File: config.mk
export PLATFORM = sky130hd
export DESIGN_NAME = usb_rx_command_decoder
export DESIGN_NICKNAME = d
export VERILOG_FILES = /design/src/rtl/usb_cmd_pkg.sv /design/src/rtl/usb_rx_command_decoder.sv
export SDC_FILE = /design/constraint.sdc
export NUM_CORES = 1
export LEC_CHECK = 0
export ABC_AREA = 1
export BUFFER_PORTS_ARGS = -buffer_cell sky130_fd_sc_hd__buf_4
export CAP_MARGIN = 10
export CELL_PAD_IN_SITES_DETAIL_PLACEMENT = 1
export CELL_PAD_IN_SITES_GLOBAL_PLACEMENT = 1
export CORE_MARGIN = 8
export CORE_UTILIZATION = 34
export CTS_BUF_LIST = sky130_fd_sc_hd__clkbuf_4
export CTS_CLUSTER_DIAMETER = 40
export DETAILED_ROUTE_END_ITERATION = 10
export PLACE_DENSITY_LB_ADDON = 0.1
export REMOVE_ABC_BUFFERS = 1
export SLEW_MARGIN = 20
export SYNTH_ARGS = -nofsm -noshare
export SYNTH_HDL_FRONTEND = slang
export SYNTH_SLANG_ARGS = --single-unit
export TNS_END_PERCENT = 20
File: constraint.sdc
create_clock -name Clock -period 1.6 [get_ports Clock]
set_input_delay 0.16 -clock Clock [delete_from_list [all_inputs] [get_ports Clock]]
set_output_delay 0.16 -clock Clock [all_outputs]
set_load 0.05 [all_outputs]
File: src/rtl/usb_cmd_pkg.sv
// Shared definitions for the USB RX command decoder: FSM states, command
// word field positions and fixed response header/data values.
package usb_cmd_pkg;

    typedef enum logic [2:0] {
        IDLE,
        FETCH,
        LATCH,
        EXEC,
        READ_WAIT,
        RESP
    } state_t;

    localparam int RW_BIT   = 39;
    localparam int ADDR_MSB = 38;
    localparam int ADDR_LSB = 32;

    localparam logic [6:0]  PING_ADDR = 7'h7F;
    localparam logic [7:0]  ERR_HDR   = 8'hFE;
    localparam logic [31:0] ERR_DATA  = 32'hDEAD_DEAD;
    localparam logic [7:0]  VER_HDR   = 8'hFF;

endpackage

File: src/rtl/usb_rx_command_decoder.sv
// Host command decoder between the USB 3 RX FIFO and the TX control FIFO.
// Pops one 40-bit command at a time and turns it into a register write,
// a register read (with timeout) or a ping, pushing responses to the TX FIFO.
// Optional build macro USB_RX_CMD_WRITE_ACK_EN: non-ping writes are echoed
// back to the TX FIFO as an acknowledgement.
module usb_rx_command_decoder
    import usb_cmd_pkg::*;
#(
    parameter int          TIMEOUT_CYC  = 1024,
    parameter logic [31:0] VERSION_WORD = 32'h0001_0000
) (
    input  logic        Clock,
    input  logic        Reset,
    input  logic [39:0] RX_Fifo_Data,
    input  logic        RX_Fifo_Empty,
    output logic        RX_Fifo_RE,
    output logic [6:0]  Reg_Addr,
    output logic [31:0] Reg_WData,
    output logic        Reg_WE,
    output logic        Reg_RE,
    input  logic [31:0] Reg_RData,
    input  logic        Reg_RValid,
    output logic [39:0] TX_Fifo_Data,
    output logic        TX_Fifo_WE,
    input  logic        TX_Fifo_Full,
    output logic        Busy
);

    localparam int CNT_W = (TIMEOUT_CYC > 1) ? $clog2(TIMEOUT_CYC) : 1;
    localparam logic [CNT_W-1:0] CNT_LAST = CNT_W'(TIMEOUT_CYC - 1);

    state_t            state_reg, state_next;
    logic [39:0]       cmd_reg, cmd_next;
    logic [39:0]       resp_reg, resp_next;
    logic [CNT_W-1:0]  cnt_reg, cnt_next;
    logic [6:0]        addr_reg, addr_next;
    logic [31:0]       wdata_reg, wdata_next;

    logic              cmd_is_read;
    logic              cmd_is_ping;
    logic [6:0]        cmd_addr;

    assign cmd_is_read = cmd_reg[RW_BIT];
    assign cmd_addr    = cmd_reg[ADDR_MSB:ADDR_LSB];
    assign cmd_is_ping = (cmd_addr == PING_ADDR);

    // The response word is registered, so it stays stable through any backpressure.
    assign TX_Fifo_Data = resp_reg;
    assign TX_Fifo_WE   = (state_reg == RESP) && !TX_Fifo_Full;
    assign Busy         = (state_reg != IDLE);

    // State and datapath registers; reset discards any command already popped.
    always_ff @(posedge Clock) begin
        if (Reset) begin
            state_reg <= IDLE;
            cmd_reg   <= '0;
            resp_reg  <= '0;
            cnt_reg   <= '0;
            addr_reg  <= '0;
            wdata_reg <= '0;
        end else begin
            state_reg <= state_next;
            cmd_reg   <= cmd_next;
            resp_reg  <= resp_next;
            cnt_reg   <= cnt_next;
            addr_reg  <= addr_next;
            wdata_reg <= wdata_next;
        end
    end

    // Next-state and strobe decode; register bus address/data hold between strobes.
    always_comb begin
        state_next = state_reg;
        cmd_next   = cmd_reg;
        resp_next  = resp_reg;
        cnt_next   = cnt_reg;
        addr_next  = addr_reg;
        wdata_next = wdata_reg;
        RX_Fifo_RE = 1'b0;
        Reg_WE     = 1'b0;
        Reg_RE     = 1'b0;
        Reg_Addr   = addr_reg;
        Reg_WData  = wdata_reg;

        case (state_reg)
            IDLE: begin
                if (!RX_Fifo_Empty) begin
                    state_next = FETCH;
                end
            end
            FETCH: begin
                // Single pop; data appears next cycle (non-show-ahead FIFO).
                RX_Fifo_RE = 1'b1;
                state_next = LATCH;
            end
            LATCH: begin
                cmd_next   = RX_Fifo_Data;
                state_next = EXEC;
            end
            EXEC: begin
                if (cmd_is_ping) begin
                    resp_next  = cmd_is_read ? {VER_HDR, VERSION_WORD} : cmd_reg;
                    state_next = RESP;
                end else if (cmd_is_read) begin
                    Reg_RE     = 1'b1;
                    Reg_Addr   = cmd_addr;
                    addr_next  = cmd_addr;
                    cnt_next   = '0;
                    state_next = READ_WAIT;
                end else begin
                    Reg_WE     = 1'b1;
                    Reg_Addr   = cmd_addr;
                    Reg_WData  = cmd_reg[31:0];
                    addr_next  = cmd_addr;
                    wdata_next = cmd_reg[31:0];
`ifdef USB_RX_CMD_WRITE_ACK_EN
                    resp_next  = cmd_reg;
                    state_next = RESP;
`else
                    state_next = IDLE;
`endif
                end
            end
            READ_WAIT: begin
                // Valid data wins over a timeout landing in the same cycle.
                if (Reg_RValid) begin
                    resp_next  = {cmd_reg[39:32], Reg_RData};
                    state_next = RESP;
                end else if (cnt_reg == CNT_LAST) begin
                    resp_next  = {ERR_HDR, ERR_DATA};
                    state_next = RESP;
                end else begin
                    cnt_next = cnt_reg + 1'b1;
                end
            end
            RESP: begin
                if (!TX_Fifo_Full) begin
                    state_next = IDLE;
                end
            end
            default: begin
                state_next = IDLE;
            end
        endcase
    end

endmodule
==> After elaboration in Yosys (flattened, before gate mapping) <==
Cells that the tools add are included.
{ "totals": {"reg_bits": 132, "input_bits": 77, "out_inout_bits": 84} }
{ "classes": {"n_reduce_logical": 8, "muxes": 29, "eq_ne": 15, "addsub": 1} }
{ "ops": {"columns": ["operator", "n"], "rows": [
  ["$mux 40", 4],
  ["$mux 32", 3],
  ["$pmux 40 s2", 1],
  ["$mux 10", 4],
  ["$pmux 10 s2", 1],
  ["$mux 3", 6],
  ["$pmux 3 s6", 1],
  ["$mux 7", 2],
  ["$ne 2x2->1 const B", 7],
  ["$add 10x1->10 const B", 1],
  ["$eq 10x10->1 const B", 1],
  ["$eq 7x7->1 const B", 1],
  ["$mux 1", 7],
  ["$eq 3x2->1 const B", 2],
  ["$eq 3x3->1 const B", 2],
  ["$reduce_and 3->1", 2],
  ["$reduce_and 5->1", 1],
  ["$eq 3x1->1 const B", 1],
  ["$logic_not 3->1", 1],
  ["$ne 3x3->1 const B", 1],
  ["$reduce_bool 3->1", 1],
  ["$reduce_bool 2->1", 1],
  ["$logic_and 1x1->1", 1],
  ["$logic_not 1->1", 1]
]} }

==> Logic depth before layout (Yosys ltp) <==
{ "logic_depth": {"ltp_word": 4, "depth_mapped": 12} }

==> Worst setup path after synthesis <==
Ideal clock, no wire load.
{ "synth_path": {"path_type": "register -> output", "start": "reg state_reg[2]", "end": "out TX_Fifo_WE", "slack_ns": -0.191, "stages_incl_launch_ff": 3, "required_ns": 1.440, "arrival_time_ns": 1.631, "path_cell_list": "dfxtp_1 > inv_2 > nor3_1"} }
{ "synth_via": {"elab_chain_len": 2} }
{ "synth_lines": {"columns": ["item", "line_no", "source"], "rows": [
  ["start: declaration", "usb_rx_command_decoder.sv:32", "state_t state_reg, state_next;"],
  ["start signal: assignment", "usb_rx_command_decoder.sv:62", "state_reg <= state_next;"],
  ["$eq 3x3->1", "usb_rx_command_decoder.sv:49", "assign TX_Fifo_WE = (state_reg == RESP) && !TX_Fifo_Full;"],
  ["$logic_and 1x1->1", "usb_rx_command_decoder.sv:49", null],
  ["end: declaration", "usb_rx_command_decoder.sv:24", "output logic TX_Fifo_WE,"]
]} }
Every way passes these cells.

==> Worst setup path in the final report <==
{ "layout_path": {"start": "reg cmd_reg[33]", "end": "out Reg_WData[31]"} }
{ "layout_via": {"elab_chain_len": 3} }
{ "layout_lines": {"columns": ["item", "line_no", "source"], "rows": [
  ["start: declaration", "usb_rx_command_decoder.sv:33", "logic [39:0] cmd_reg, cmd_next;"],
  ["start signal: assignment", "usb_rx_command_decoder.sv:63", "cmd_reg <= cmd_next;"],
  ["$eq 7x7->1", "usb_rx_command_decoder.sv:45", "assign cmd_is_ping = (cmd_addr == PING_ADDR);"],
  ["$mux 32", "usb_rx_command_decoder.sv:101", "if (cmd_is_ping) begin"],
  ["$mux 32", null, null],
  ["end: declaration", "usb_rx_command_decoder.sv:18", "output logic [31:0] Reg_WData,"]
]} }
Every way passes these cells.

==> flow_summary.yaml <==
timing:
  rsz0062_at_grt: "yes"
  tightestPinTransition_ps: 329
  hold_viol_final: 0
  worst_slack_ps: -631
  period_minus_slack_ps: 2230
  setup_viol: 66
  final-max-slew-violation-count: 0
  fin_crit_sh_pct: 139
  slew_headroom_pct: 78.1
  fmax_mhz: 448
  tns_ps: -24100
  fin_worst_skew_ps: 21.3
run:
  cap_violations: 0
yosys:
  synth_edf_count: 0
  yosysWarningCount: 0
  syn_inst: 831
  ys_ff_latch: 132
  ys_top_cells_by_area: "dfxtp_1 46%, nor2_1 10%, inv_1 6.9%"
  ys.flop_type: "dfxtp_1"
  synth_area_per_cell_um2: 6.98
  synthDominantCellAreaShare_pct: 45.6
  synth.yosys.seq_area_share_pct: 45.6
  netlist_area_um2: 5800
  synth.most_common_cell: "nor2_1"
  synth_cell_types: 30
  ys_async_sr_fraction_pct: 0
  synth_area_leader_cell: "dfxtp_1"
  synthTopCellsByCount: "160 x nor2_1, 132 x dfxtp_1, 107 x inv_1"
cts:
  cts_tree: "yes"
  cts_buffers: 17
  ctsHtreeMaxLevel: 4
  root_buffer: "clkbuf_4"
  clock_path_buffers: 2
  clock-sinks: 132
  clkSlewWorstSetupHoldPaths_ps: 110
  insertion_delay_ps: 530
die:
  ioPinCount: 161
  initial_core_util_pct: 34.8
  die_h_um: 147
  fp-row-count: 47
  die_width_um: 147
  fp.coreArea_um2: 16600
  die_area_um2: 21500
detailed_routing:
  ant_nets: 0
  via_per_inst: 4.70
  drc: 0
  first_iter_violations: 267
  drt_wl_total_mm: 22.8
  drt-wirelength-per-cell_um: 16.6
  vias: 6470
  dr.pass1.iters: 4
global_route:
  grt_max_degree: 66
  antenna_found_initial: 1
  grt_first_pass_wirelength_mm: 36.0
  grt_pass1_vias: 6786
  grt_usage_pct: 20.7
  grt_overflow: 0
setup_path:
  cp-start-kind: "register"
  path_cells: "nand2_2 > nor2_2 > nand2_2 > nand2_4 > inv_6 > buf_12 > or2_2 > o21ai_2 > inv_1 > buf_6"
  crit_required_ps: 1440
  cp_common_cell: "nand2_2"
  crit_fanout: 13
  endpoint_kind: "primary output"
  worst_path_max_delay_cell: "dfxtp_2"
  cp_top_family: "simple AND/OR/NAND/NOR gates"
  crit_type: "reg -> out"
  critPathBufInv: 4
  arrival_ps: 2070
  max_stage_delay_ps: 360
placement:
  placed_cell_area_um2: 7820
  placedCellCount: 1252
  portBuffers: 160
  place_congestion: 0.771
  hpwl_mm: 14.9
layout:
  multi_input_area_um2: 2830
  seq_area_um2: 2660
  final_cells: 1377
  design_area_um2: 9470
  fillers: 2038
  num-nets-final: 1222
  area_delta_synth_final_pct: 63.3
  layout-drive-gt1-share_pct: 38.1
min_path:
  hp-class: "in -> reg"
power_and_ir_drop:
  powerDensity_nw_per_um2: 1700
  leakage_nw: 4.55
  vdd_drop_max_uv: 804
run_status:
  violations: "setup timing"
  outcome: "finished, violations left"
==> worst min-delay path, stage by stage <==
cell and delay (ps):
buf_4 80, nor2_1 30, nor2_1 110, o21ai_1 80
nor2_1 70
==> cell type report <==
| type | count | share of cell area, % |
|---|---|---|
| Timing Repair Buffer | 340 | 32.3 |
| Multi-Input combinational cell | 539 | 29.9 |
| Sequential cell | 132 | 28.0 |
| Inverter | 114 | 4.66 |
| Tap cell | 220 | 2.91 |
| Clock buffer | 18 | 1.43 |
| Clock inverter | 13 | 0.740 |
| Antenna cell | 1 | 0.0264 |
==> power by group <==
group          switching [mW]  leakage (nW)  internal (mW)
Sequential              0.580          1.08           4.18
Clock                    1.22         0.111          0.584
Combinational            5.87          3.36           3.64
==> layer usage <==
| metal | vias up | GRT usage (%) | part of all wire, % |
|---|---|---|---|
| met3 | 17 | 5.47 | 5.9 |
| met1 | 3072 | 24.0 | 43 |
| li1 | 3224 | - | - |
| met5 | - | 0 | 0 |
| met2 | 157 | 36.5 | 50 |
| met4 | 0 | 6.39 | 1.3 |
==> cell usage in the layout (no fill, tap or decap), drive strengths merged, types with 18 or more instances in the layout <==
| cell type | count |
|---|---|
| nand2 | 112 |
| buf | 271 |
| clkbuf | 18 |
| inv | 113 |
| o21ai | 129 |
| nand3 | 27 |
| or2 | 33 |
| nor2 | 166 |
| a21oi | 61 |
| dlygate4sd3 | 69 |
| dfxtp | 132 |
==> path summary, 6_finish.rpt <==
| path | slack (ps) | depth (start not counted) | startpoint | end |
|---|---|---|---|---|
| max | -630 | 10 | cmd_reg[33] | Reg_WData[31] |
| min | 40 | 5 | Reg_RData[25] | TX_Fifo_Data[25] |
| max reg2reg | -150 | 12 | cmd_reg[33] | wdata_reg[7] |
| min reg2reg | 480 | 2 | cmd_reg[10] | cmd_reg[10] |
==> kinds of logic after synthesis <==
| kind of cell | Yosys count | synth area share, % |
|---|---|---|
| AND/OR/NAND/NOR | 343 | 25.6 |
| AO/OA/AOI/OAI | 194 | 17.0 |
| buffers and inverters | 160 | 11.5 |
| flip-flops | 132 | 45.6 |
| XOR/XNOR | 1 | 0.151 |
| adder cells (fa/ha/maj) | 1 | 0.216 |
==> per-stage QoR <==
stage / worst slack [ps] / util (%) / power, mW / hold WS [ps]
after detailed placement: -265 / 47.0 / 13.0 / 451
final: -631 / 56.9 / 16.1 / 44.0
after global placement: -150 / 47.0 / 12.9 / 441
after floorplan: -782 / - / 9.69 / 229
after global routing: -764 / 56.9 / 17.1 / 26.5
after CTS: -664 / 55.4 / 15.7 / 6.71
==> repair_timing <==
item | CTS | global route
cloned | 1 | 0
resized for setup | 120 | 48
hold buffers | 69 | 0
pin swaps | 5 | 4
endpoints found under the setup margin | 117 | 118
buffers inserted | 12 | 12
hold endpoints to repair | 76 | 0
Note: power is estimated with default switching activity, not from simulation.
